### src/rtl/cache_miss_handler_pkg.sv
`default_nettype none
// ============================================================================
//  Module      : cache_miss_handler_pkg
//  Description : Shared definitions for the cache miss/refill sequencer.
//  Revision    : 1.0  initial release
// ============================================================================
package cache_miss_handler_pkg;

    localparam int c_DEF_ADDR_W = 32;
    localparam int c_DEF_WORD_W = 32;
    localparam int c_DEF_BEATS  = 4;
    localparam int c_DEF_TAG_W  = 26;

    typedef enum logic [2:0] {
        ST_IDLE      = 3'd0,
        ST_LOOKUP    = 3'd1,
        ST_WRITEBACK = 3'd2,
        ST_REFILL    = 3'd3,
        ST_DONE      = 3'd4
    } state_t;

    // Offset bits of a line address: word select plus byte-within-word.
    function automatic int off_bits(input int beats, input int word_w);
        return $clog2(beats) + $clog2(word_w / 8);
    endfunction

endpackage
`default_nettype wire

### src/rtl/cache_miss_handler_beat_counter.sv
`default_nettype none
// ============================================================================
//  Module      : cache_miss_handler_beat_counter
//  Description : Enable/clear beat counter with terminal-count flag.
//  Revision    : 1.0  initial release
// ============================================================================
module cache_miss_handler_beat_counter #(
    parameter int BEATS = 4
) (
    input  logic                       clk,
    input  logic                       rst,
    input  logic                       i_en,
    input  logic                       i_clr,
    output logic [$clog2(BEATS)-1:0]   o_count,
    output logic                       o_tc
);

    localparam int c_BEAT_W = $clog2(BEATS);

    logic [c_BEAT_W-1:0] r_count;

    // Wrap from BEATS-1 to 0 is plain overflow of the counter width.
    always_ff @(posedge clk or posedge rst) begin
        if (rst) begin
            r_count <= '0;
        end else if (i_clr) begin
            r_count <= '0;
        end else if (i_en) begin
            r_count <= r_count + c_BEAT_W'(1);
        end
    end

    assign o_count = r_count;
    assign o_tc    = (r_count == c_BEAT_W'(BEATS - 1));

endmodule
`default_nettype wire

### src/rtl/cache_miss_handler.sv
`default_nettype none
// ============================================================================
//  Module      : cache_miss_handler
//  Description : Per-set miss/refill sequencer for the 4-way data cache.
//                Define CACHE_WRITEBACK_EN to write back dirty victims.
//  Revision    : 1.0  initial release
// ============================================================================
module cache_miss_handler
    import cache_miss_handler_pkg::*;
#(
    parameter int ADDR_W = c_DEF_ADDR_W,
    parameter int WORD_W = c_DEF_WORD_W,
    parameter int BEATS  = c_DEF_BEATS,
    parameter int TAG_W  = c_DEF_TAG_W
) (
    input  logic                       CLK,
    input  logic                       Reset,
    input  logic                       Req,
    input  logic [ADDR_W-1:0]          Addr,
    input  logic                       Hit,
    input  logic [1:0]                 S,
    input  logic                       VictimDirty,
    input  logic [TAG_W-1:0]           VictimTag,
    input  logic                       MemReady,
    output logic                       Init,
    output logic                       Stall,
    output logic                       MemReq,
    output logic                       MemWE,
    output logic [ADDR_W-1:0]          MemAddr,
    output logic                       WayWE,
    output logic [1:0]                 VictimWay,
    output logic [$clog2(BEATS)-1:0]   Beat
);

    localparam int c_BEAT_W = $clog2(BEATS);
    localparam int c_OFF_W  = off_bits(BEATS, WORD_W);
    localparam int c_BYTE_W = c_OFF_W - c_BEAT_W;
    localparam int c_LINE_W = ADDR_W - c_OFF_W;
    localparam int c_IDX_W  = c_LINE_W - TAG_W;

    state_t              r_state;
    state_t              w_next;
    logic [1:0]          r_way;
    logic [c_LINE_W-1:0] r_line;
    logic                w_miss;
    logic                w_init;
    logic                w_stall;
    logic                w_memreq;
    logic                w_memwe;
    logic                w_waywe;
    logic [ADDR_W-1:0]   w_memaddr;
    logic [c_BEAT_W-1:0] w_beat;
    logic                w_tc;

    assign w_miss = (r_state == ST_LOOKUP) && !Hit;

    always_ff @(posedge CLK or posedge Reset) begin
        if (Reset) begin
            r_state <= ST_IDLE;
        end else begin
            r_state <= w_next;
        end
    end

    always_ff @(posedge CLK or posedge Reset) begin
        if (Reset) begin
            r_way  <= '0;
            r_line <= '0;
        end else if (w_miss) begin
            r_way  <= S;
            r_line <= Addr[ADDR_W-1:c_OFF_W];
        end
    end

`ifdef CACHE_WRITEBACK_EN
    logic [TAG_W-1:0] r_vtag;

    always_ff @(posedge CLK or posedge Reset) begin
        if (Reset) begin
            r_vtag <= '0;
        end else if (w_miss) begin
            r_vtag <= VictimTag;
        end
    end

    logic w_unused;
    assign w_unused = &{1'b0, Addr[c_OFF_W-1:0]};
`else
    logic w_unused;
    assign w_unused = &{1'b0, Addr[c_OFF_W-1:0], VictimDirty, VictimTag};
`endif

    cache_miss_handler_beat_counter #(
        .BEATS (BEATS)
    ) u_beat_counter (
        .clk     (CLK),
        .rst     (Reset),
        .i_en    (w_memreq & MemReady),
        .i_clr   (r_state == ST_LOOKUP),
        .o_count (w_beat),
        .o_tc    (w_tc)
    );

    always_comb begin
        w_next   = r_state;
        w_init   = 1'b0;
        w_stall  = 1'b0;
        w_memreq = 1'b0;
        w_memwe  = 1'b0;
        w_waywe  = 1'b0;
        case (r_state)
            ST_IDLE: begin
                if (Req) begin
                    w_next = ST_LOOKUP;
                end
            end
            ST_LOOKUP: begin
                w_init = 1'b1;
                if (Hit) begin
                    w_next = ST_IDLE;
                end else begin
                    w_stall = 1'b1;
`ifdef CACHE_WRITEBACK_EN
                    w_next  = VictimDirty ? ST_WRITEBACK : ST_REFILL;
`else
                    w_next  = ST_REFILL;
`endif
                end
            end
`ifdef CACHE_WRITEBACK_EN
            ST_WRITEBACK: begin
                w_stall  = 1'b1;
                w_memreq = 1'b1;
                w_memwe  = 1'b1;
                if (MemReady && w_tc) begin
                    w_next = ST_REFILL;
                end
            end
`endif
            ST_REFILL: begin
                w_stall  = 1'b1;
                w_memreq = 1'b1;
                w_waywe  = MemReady;
                if (MemReady && w_tc) begin
                    w_next = ST_DONE;
                end
            end
            ST_DONE: begin
                w_stall = 1'b1;
                w_next  = ST_IDLE;
            end
            default: begin
                w_next = ST_IDLE;
            end
        endcase
    end

    // Beat address is rebuilt each cycle from latched fields, so it holds while waiting.
    always_comb begin
        w_memaddr = '0;
        if (r_state == ST_REFILL) begin
            w_memaddr = {r_line, w_beat, {c_BYTE_W{1'b0}}};
        end
`ifdef CACHE_WRITEBACK_EN
        else if (r_state == ST_WRITEBACK) begin
            w_memaddr = {r_vtag, r_line[c_IDX_W-1:0], w_beat, {c_BYTE_W{1'b0}}};
        end
`endif
    end

    assign Init      = w_init;
    assign Stall     = w_stall;
    assign MemReq    = w_memreq;
    assign MemWE     = w_memwe;
    assign MemAddr   = w_memaddr;
    assign WayWE     = w_waywe;
    assign VictimWay = r_way;
    assign Beat      = w_beat;

endmodule
`default_nettype wire

### config.mk
export PLATFORM = sky130hd
export DESIGN_NAME = cache_miss_handler
export DESIGN_NICKNAME = d
export VERILOG_FILES = /design/src/rtl/cache_miss_handler_pkg.sv /design/src/rtl/cache_miss_handler_beat_counter.sv /design/src/rtl/cache_miss_handler.sv
export SDC_FILE = /design/constraint.sdc
export NUM_CORES = 1
export LEC_CHECK = 0
export CAP_MARGIN = 20
export CORE_ASPECT_RATIO = 1.75
export CORE_UTILIZATION = 36
export DETAILED_ROUTE_END_ITERATION = 10
export GPL_ROUTABILITY_DRIVEN = 1
export PLACE_DENSITY = 0.9
export SLEW_MARGIN = 20
export SYNTH_ARGS = -nofsm -noshare
export SYNTH_HDL_FRONTEND = slang
export SYNTH_SLANG_ARGS = --single-unit
### constraint.sdc
create_clock -name CLK -period 2 [get_ports CLK]
set_input_delay 0.6 -clock CLK [delete_from_list [all_inputs] [get_ports CLK]]
set_output_delay 0.6 -clock CLK [all_outputs]
set_load 0.005 [all_outputs]
==> results of run 1 <==
[stage by stage]
step	total power (uW)	area, sq um
final	3950	2880
after global routing	4180	2880
after CTS	3950	2860
after detailed placement	2650	2480
after global placement	2580	2480
after floorplan	1960	1660
[sequential cells by signal, summed over array words and instances, names as in the netlist]
name,count
r_line,28
r_state,3
VictimWay,2
u_beat_counter.o_count,2
[critical path: cells and delay by family, from the launching register on]
kind	cells	cell delay, ns
buf+inv	5	0.50
simple gates	2	0.44
flops	1	0.38
[final cells by class]
type | instances | area share (%)
Inverter | 2 | 0.261
Sequential cell | 35 | 30.4
Multi-Input combinational cell | 87 | 27.7
Tap cell | 51 | 2.21
Clock buffer | 5 | 2.39
Clock inverter | 3 | 2.34
Timing Repair Buffer | 103 | 34.7
[power by group through the flow]
stage | clock network, uW | registers [uW] | logic (uW)
detailed placement | 0 | 1230 | 1420
global placement | 0 | 1200 | 1390
finish | 757 | 1250 | 1950
floorplan | 0 | 1180 | 778
CTS | 769 | 1230 | 1940
global route | 809 | 1280 | 2090
[worst max-delay path by stage]
| stage | startpoint | end | slack [ns] | depth (start not counted) |
|---|---|---|---|---|
| 6_report | r_state[2]$_DFFE_PP0P_ | MemAddr[30] | -0.21 | 7 |
| 5_1_grt | r_state[2]$_DFFE_PP0P_ | MemAddr[30] | -0.24 | 7 |
| 4_1_cts | r_state[2]$_DFFE_PP0P_ | MemAddr[30] | -0.19 | 7 |
| 3_5_place_dp | Hit | Stall | -0.48 | 5 |
| 3_3_place_gp | Hit | Stall | -0.49 | 5 |
| 2_1_floorplan | r_state[2]$_DFFE_PP0P_ | MemAddr[23] | 0.35 | 3 |
[kinds of logic (layout without fill, tap and decap cells)]
family	count (synthesis)	in the layout
DFF	35	35
other	1	3
buffers and inverters	15	113
and+or+nand+nor	49	49
adders and majority gates	1	1
AOI/OAI and AO/OA	4	4
muxes	30	30
[what timing repair did]
item / CTS / global route
gates resized for setup: 166 / 24
setup buffers: 9 / 7
endpoints found under the hold margin: 0 / 0
setup endpoints to repair: 34 / 34
pin swaps: 6 / 0
gates cloned: 4 / 0
[metal layers]
| metal | part of all wire [%] | GRT usage [%] | vias up | routed length, um |
|---|---|---|---|---|
| met5 | 0 | 0 | - | 0 |
| met4 | 2.1 | 9.21 | 0 | 99 |
| met3 | 4.6 | 3.98 | 7 | 215 |
| met2 | 58 | 38.8 | 51 | 2750 |
| met1 | 35 | 20.6 | 706 | 1650 |
| li1 | - | - | 660 | - |
[layout by cell type (no fill, tap or decap)]
cell type | netlist | routed
sky130_fd_sc_hd__dfrtp_1 | 35 | 35
sky130_fd_sc_hd__buf_4 | 3 | 21
sky130_fd_sc_hd__clkdlybuf4s50_1 | 0 | 37
sky130_fd_sc_hd__o211ai_1 | 1 | 1
sky130_fd_sc_hd__buf_12 | 0 | 3
sky130_fd_sc_hd__dlygate4sd2_1 | 0 | 1
sky130_fd_sc_hd__mux2_1 | 2 | 2
sky130_fd_sc_hd__clkdlybuf4s15_2 | 0 | 1
sky130_fd_sc_hd__nand4b_1 | 1 | 1
sky130_fd_sc_hd__and2_4 | 0 | 1
sky130_fd_sc_hd__bufinv_16 | 0 | 2
sky130_fd_sc_hd__nand2b_4 | 1 | 1
sky130_fd_sc_hd__buf_2 | 1 | 10
sky130_fd_sc_hd__nor2_1 | 3 | 2
sky130_fd_sc_hd__clkinvlp_4 | 0 | 1
sky130_fd_sc_hd__nand4_1 | 1 | 1
sky130_fd_sc_hd__nor3_4 | 1 | 1
sky130_fd_sc_hd__clkbuf_8 | 0 | 5
sky130_fd_sc_hd__conb_1 | 1 | 3
sky130_fd_sc_hd__clkbuf_2 | 0 | 4
sky130_fd_sc_hd__and2b_4 | 0 | 1
sky130_fd_sc_hd__buf_16 | 0 | 1
sky130_fd_sc_hd__nor2b_1 | 1 | 1
sky130_fd_sc_hd__o21ai_0 | 3 | 2
sky130_fd_sc_hd__nor2_2 | 0 | 1
sky130_fd_sc_hd__buf_6 | 3 | 22
sky130_fd_sc_hd__inv_1 | 2 | 2
sky130_fd_sc_hd__and3_4 | 0 | 19
sky130_fd_sc_hd__buf_8 | 0 | 3
sky130_fd_sc_hd__and3_1 | 33 | 14
sky130_fd_sc_hd__nand3b_1 | 1 | 1
sky130_fd_sc_hd__ha_1 | 1 | 1
sky130_fd_sc_hd__o21ai_2 | 0 | 1
sky130_fd_sc_hd__mux2_2 | 28 | 28
sky130_fd_sc_hd__nand2_1 | 5 | 5
==> metrics.yaml, run 1 <==
placed_design:
  globalplace.congestion: 0.721
  dp_cells: 261
  place.port_buffers: 72
  dp_slack_ns: -0.478
  hpwl_mm: 2.84
clocking:
  cts.clk_slew.worst_paths_ns: 0.07
  cts-buffers-inserted: 5
  cts_buffer_depth: 2
  clk_latency_ns: 0.29
  cts-hold-fix-buffers: 0
  cts_tree: "built"
  h-tree-depth: 2
  cts.root.buffer_cell: "sky130_fd_sc_hd__clkbuf_8"
  tritoncts_num_sinks: 35
pwr:
  power_per_cell_area_mw_per_mm2: 1370
  switching_share_pct: 29.6
  pwr-share-seq_pct: 31.5
  p_int_uw: 2780
  power.ir.vdd_worst_mv: 0.842
  p_sw_uw: 1170
  share_comb_of_total_power_pct: 49.3
  p_leak_uw: 0.00136
  power.share.clock_pct: 19.1
worst_setup_path:
  regToRegSetupSlack_ns: 0.08
  timing.critical_path.arrival_ns: 1.61
  crit_required_ns: 1.40
  timing.critical_path.from_type: "flop"
  setup.worst_path.end_class: "output port"
  crit_path_cell_trace: "and2b_4, buf_12, buf_12, buf_8, buf_6, and3_4, buf_6"
  regToRegEndpoint: "r_line[19]$_DFFE_PP0P_"
  timing.critical_path.slowest_stage_cell: "sky130_fd_sc_hd__dfrtp_1"
  r2r.worst_path.cells: 8
  critical_path.reg2reg.startpoint: "r_state[2]$_DFFE_PP0P_"
  cpPeakStageDelay_ns: 0.38
  timing.setup.critical_path_class: "flop to output port"
  critPathMaxFanout: 5
logic_synthesis:
  synthesis.instances: 135
  top_count_cell_post_synth: "sky130_fd_sc_hd__dfrtp_1"
  post_synth_adder_cell_area_pct: 0.757
  synth_area_in_xor_xnor_pct: 0
  synth_mux_area_share_pct: 20.4
  postSynthAreaPerCell_sq_um: 12.2
  synth_simple_gate_area_share_pct: 18.7
  main_area_contributors_after_synthesis: "sky130_fd_sc_hd__dfrtp_1 (53%), sky130_fd_sc_hd__mux2_2 (19%), sky130_fd_sc_hd__and3_1 (12%), sky130_fd_sc_hd__buf_6 (2.0%), sky130_fd_sc_hd__buf_4 (1.4%)"
  number_of_enable_flip_flop_cells_after_synthesis: 0
  synth_top_area_share_pct: 53.0
  synth_compound_gate_area_share_pct: 1.36
  synth_top_family_by_area: "multiplexers"
  synth.ff_latch_count: 35
  synth_top_area_cell: "sky130_fd_sc_hd__dfrtp_1"
  synth_sequential_area_ratio_pct: 53.0
  synth-main-ff-cell: "sky130_fd_sc_hd__dfrtp_1"
  synthDistinctLibCells: 23
  synth.top_cells.by_count: "sky130_fd_sc_hd__dfrtp_1 (35), sky130_fd_sc_hd__and3_1 (33), sky130_fd_sc_hd__mux2_2 (28)"
  ys.warnings.count: 0
  mappedNetlistArea_sq_mm: 0.00165
  ys_async_sr_fraction_pct: 100
sta:
  tns_ns: -2.78
  rsz0062_at_grt: "yes"
  finalCritPeriodShare_pct: 110
  timing.clock.skew_ns: 0.00233
  fin_ws_ns: -0.207
  setup_violations: 31
  layout_min_cycle_time_ns: 2.21
  hold-worst-slack_ns: 0.494
  max_freq_mhz: 453
  final_hold_viol_count: 0
  timing_max_transition_violations_final: 0
floorplan:
  die_width_um: 53.2
  initial_utilization_pct: 37.5
  core.rowCount: 32
  die_area_sq_mm: 0.00488
  core_area_sq_mm: 0.00440
  fp.dieH_um: 91.6
  top_level_ports: 107
cells_and_area:
  final_layout_size_suffix_gt1_share_pct: 53.6
  num-fill-cells: 312
  seq_area_sq_um: 876
  multi_input_comb_area_sq_um: 800
  final_util_pct: 65.4
  layout.nets: 301
  num_antenna_cells: 0
  layoutNonFillerInstCount: 286
  layout-area-overhead-vs-synth_pct: 74.3
worst_hold_path:
  worstHoldEndpoint: "VictimWay[1]$_DFFE_PP0P_"
  hp-start: "VictimWay[1]$_DFFE_PP0P_"
  holdCritPathClass: "flop to flop"
  hold-path-cell-count: 1
detailed_routing:
  viasPerCell: 4.98
  num_vias: 1424
  firstDrtPassIters: 4
  avgRoutedWirePerCell_um: 16.5
  final_ant_viol_nets: 0
  dr.first_iter.drc_count: 15
  routed_wirelength_mm: 4.71
  route.detailed.drc: 0
global_routing:
  antenna_found_initial: 0
  grt_pass1_wl_mm: 7.16
  sum_of_overflow_across_all_layers_after_global_routing: 0
  gr-usage-all-layers_pct: 20.8
  grt_max_degree: 36
  grt_pass1_vias: 1513
flow_run:
  max-cap-violations: 0
outcome:
  status: "complete, but fails checks"
  violations: "negative setup slack"
Note: power is estimated with default switching activity, not from simulation.
==> run 2, diff against run 1 <==
==> constraint.sdc (replaced) <==
create_clock -name CLK -period 2.4 [get_ports CLK]
set_input_delay 0.72 -clock CLK [delete_from_list [all_inputs] [get_ports CLK]]
set_output_delay 0.72 -clock CLK [all_outputs]
set_load 0.005 [all_outputs]
==> metrics.yaml, run 2 (synthesis results as in run 1) <==
placed_design:
  place.port_buffers: 72  # unchanged
  dp_slack_ns: -0.371  # +0.107 ns
  globalplace.congestion: 0.743  # +3.1%
  total_cell_area_at_the_placement_stage_sq_mm: 0.00243  # -2.0%
  hpwl_mm: 2.69  # -5.4%
floorplan:
  die_width_um: 53.2  # unchanged
  top_level_ports: 107  # unchanged
  core.rowCount: 32  # unchanged
  fp.dieH_um: 91.6  # unchanged
  core_area_sq_mm: 0.00440  # unchanged
  initial_utilization_pct: 37.5  # unchanged
  die_area_sq_mm: 0.00488  # unchanged
global_routing:
  grt_pass1_wl_mm: 6.14  # -14%
  gr-usage-all-layers_pct: 17.2  # -3.6 points
  antenna_found_initial: 0  # unchanged
  grt_pass1_vias: 1341  # -11%
  grt_max_degree: 36  # unchanged
  sum_of_overflow_across_all_layers_after_global_routing: 0  # unchanged
worst_setup_path:
  crit_required_ns: 1.68  # +0.28 ns
  regToRegEndpoint: "r_line[6]$_DFFE_PP0P_"
  regToRegSetupSlack_ns: 0.83  # +0.75 ns
  critPathMaxFanout: 18  # +13
  critical_path.reg2reg.startpoint: "r_state[2]$_DFFE_PP0P_"
  timing.critical_path.arrival_ns: 1.61  # about the same
  setup.worst_path.end_class: "output port"
  timing.critical_path.from_type: "flop"
  r2r.worst_path.cells: 5  # -3
  timing.setup.critical_path_class: "flop to output port"
clocking:
  cts.clk_slew.worst_paths_ns: 0.07  # about the same
  tritoncts_num_sinks: 35  # unchanged
  clk_latency_ns: 0.27  # -0.02 ns
  h-tree-depth: 2  # unchanged
  cts-hold-fix-buffers: 0  # unchanged
  cts_tree: "built"
  cts-buffers-inserted: 5  # unchanged
  cts_buffer_depth: 2  # unchanged
  cts.root.buffer_cell: "sky130_fd_sc_hd__clkbuf_8"
cells_and_area:
  num_antenna_cells: 0  # unchanged
  fin_area_sq_mm: 0.00256  # -11%
  layout_common_cells: "sky130_fd_sc_hd__clkdlybuf4s50_1 (38), sky130_fd_sc_hd__dfrtp_1 (35), sky130_fd_sc_hd__and3_1 (33)"
  final_layout_size_suffix_gt1_share_pct: 25.5  # -28 points
  layout_commonest_cell: "sky130_fd_sc_hd__clkdlybuf4s50_1"
  final_util_pct: 58.2  # -7.3 points
  layout.nets: 286  # -5.0%
  top_regs: "r_line x28, r_state x3"
  largest_reg_flops: 28  # unchanged
  register_ranked_first_by_flip_flop_count: "r_line"
  num-fill-cells: 387  # +24%
  layout-area-overhead-vs-synth_pct: 55.0
detailed_routing:
  avgRoutedWirePerCell_um: 14.3  # -13%
  dr.first_iter.drc_count: 27  # +12
  routed_wirelength_mm: 3.88  # -18%
  num_vias: 1342  # -5.8%
  route.detailed.drc: 0  # unchanged
  final_ant_viol_nets: 0  # unchanged
  viasPerCell: 4.95  # -0.54%
  firstDrtPassIters: 4  # unchanged
sta:
  timing_max_transition_violations_final: 0  # unchanged
  setup_violations: 0  # -100%
  timing.clock.skew_ns: 0.00108  # -0.00125 ns
  rsz0062_at_grt: "no"
  finalCritPeriodShare_pct: 97.2
  fin_ws_ns: 0.0663  # +0.274 ns
  max_freq_mhz: 429
  hold-worst-slack_ns: 0.491  # -0.00257 ns
  layout_min_cycle_time_ns: 2.33
  final_hold_viol_count: 0  # unchanged
flow_run:
  max-cap-violations: 0  # unchanged
pwr:
  p_sw_uw: 796  # -32%
  power.ir.vdd_worst_mv: 0.565  # -33%
  total_power_uw: 2570  # -35%
  power_per_cell_area_mw_per_mm2: 1000  # -27%
  pwr-share-seq_pct: 38.9  # +7.4 points
  share_comb_of_total_power_pct: 45.9  # -3.4 points
  power.share.clock_pct: 15.2  # -3.9 points
  p_int_uw: 1780  # -36%
  switching_share_pct: 30.9  # +1.3 points
  p_leak_uw: 0.00142  # +3.8%
worst_hold_path:
  worstHoldEndpoint: "VictimWay[1]$_DFFE_PP0P_"
  holdCritPathClass: "flop to flop"
  hold-path-cell-count: 1  # unchanged
  hp-start: "VictimWay[1]$_DFFE_PP0P_"
outcome:
  status: "completed"
## run 2: area by class of cell
| type | instances | area, sq um | share of cell area [%] |
|---|---|---|---|
| clock buffers | 5 | 68.8 | 2.69 |
| clock inverters | 3 | 15.0 | 0.586 |
| repair buffers | 88 | 832 | 32.5 |
| multi-input cells | 87 | 698 | 27.3 |
| flip-flops and latches | 35 | 876 | 34.2 |
| well taps | 51 | 63.8 | 2.49 |
| inverters | 2 | 7.51 | 0.293 |
## run 2: per-layer routing
layer | track usage [%] | share of wire [%] | vias up | wire (um)
li1 | - | - | 634 | -
met1 | 19.0 | 39 | 652 | 1520
met2 | 30.0 | 54 | 47 | 2080
met3 | 3.81 | 4.8 | 9 | 186
met4 | 7.46 | 2.4 | 0 | 94
met5 | 0 | 0 | - | 0
## run 2: repair_timing
item                                    CTS  global route
pin swaps                                 1             0
cloned                                    1             0
resized for setup                        36             6
setup buffers                             1             5
endpoints found under the setup margin   33             5
## run 2: metrics by stage
step                      setup TNS, ns  std cells
final                                 0        271
after global routing                  0        271
after CTS                        -0.438        266
after floorplan                       0        137
after global placement           -0.591        256
after detailed placement         -0.567        256
## run 2: critical path, cell delays in order (launching register included)
cell and delay (ns):
sky130_fd_sc_hd__dfrtp_1 0.35, sky130_fd_sc_hd__and2b_2 0.25, sky130_fd_sc_hd__buf_4 0.14, sky130_fd_sc_hd__buf_8 0.14, sky130_fd_sc_hd__and3_1 0.19, sky130_fd_sc_hd__dlygate4sd2_1 0.26
## run 2: worst max path at each step
| stage | from | endpoint | slack [ns] |
|---|---|---|---|
| after floorplan | r_state[2]$_DFFE_PP0P_ | MemAddr[23] | 0.63 |
| after global placement | Hit | Stall | -0.39 |
| after detailed placement | Hit | Stall | -0.37 |
| after CTS | r_state[2]$_DFFE_PP0P_ | MemAddr[12] | -0.09 |
| after global routing | r_state[2]$_DFFE_PP0P_ | MemAddr[21] | 0.008 |
| final | r_state[2]$_DFFE_PP0P_ | MemAddr[5] | 0.07 |
## run 2: power groups by stage
stage	Clock, uW	Combinational (uW)	Sequential [uW]
CTS	414	1120	1010
global route	441	1280	1040
detailed placement	0	1130	1020
finish	391	1180	1000
global placement	0	1110	996
floorplan	0	649	986
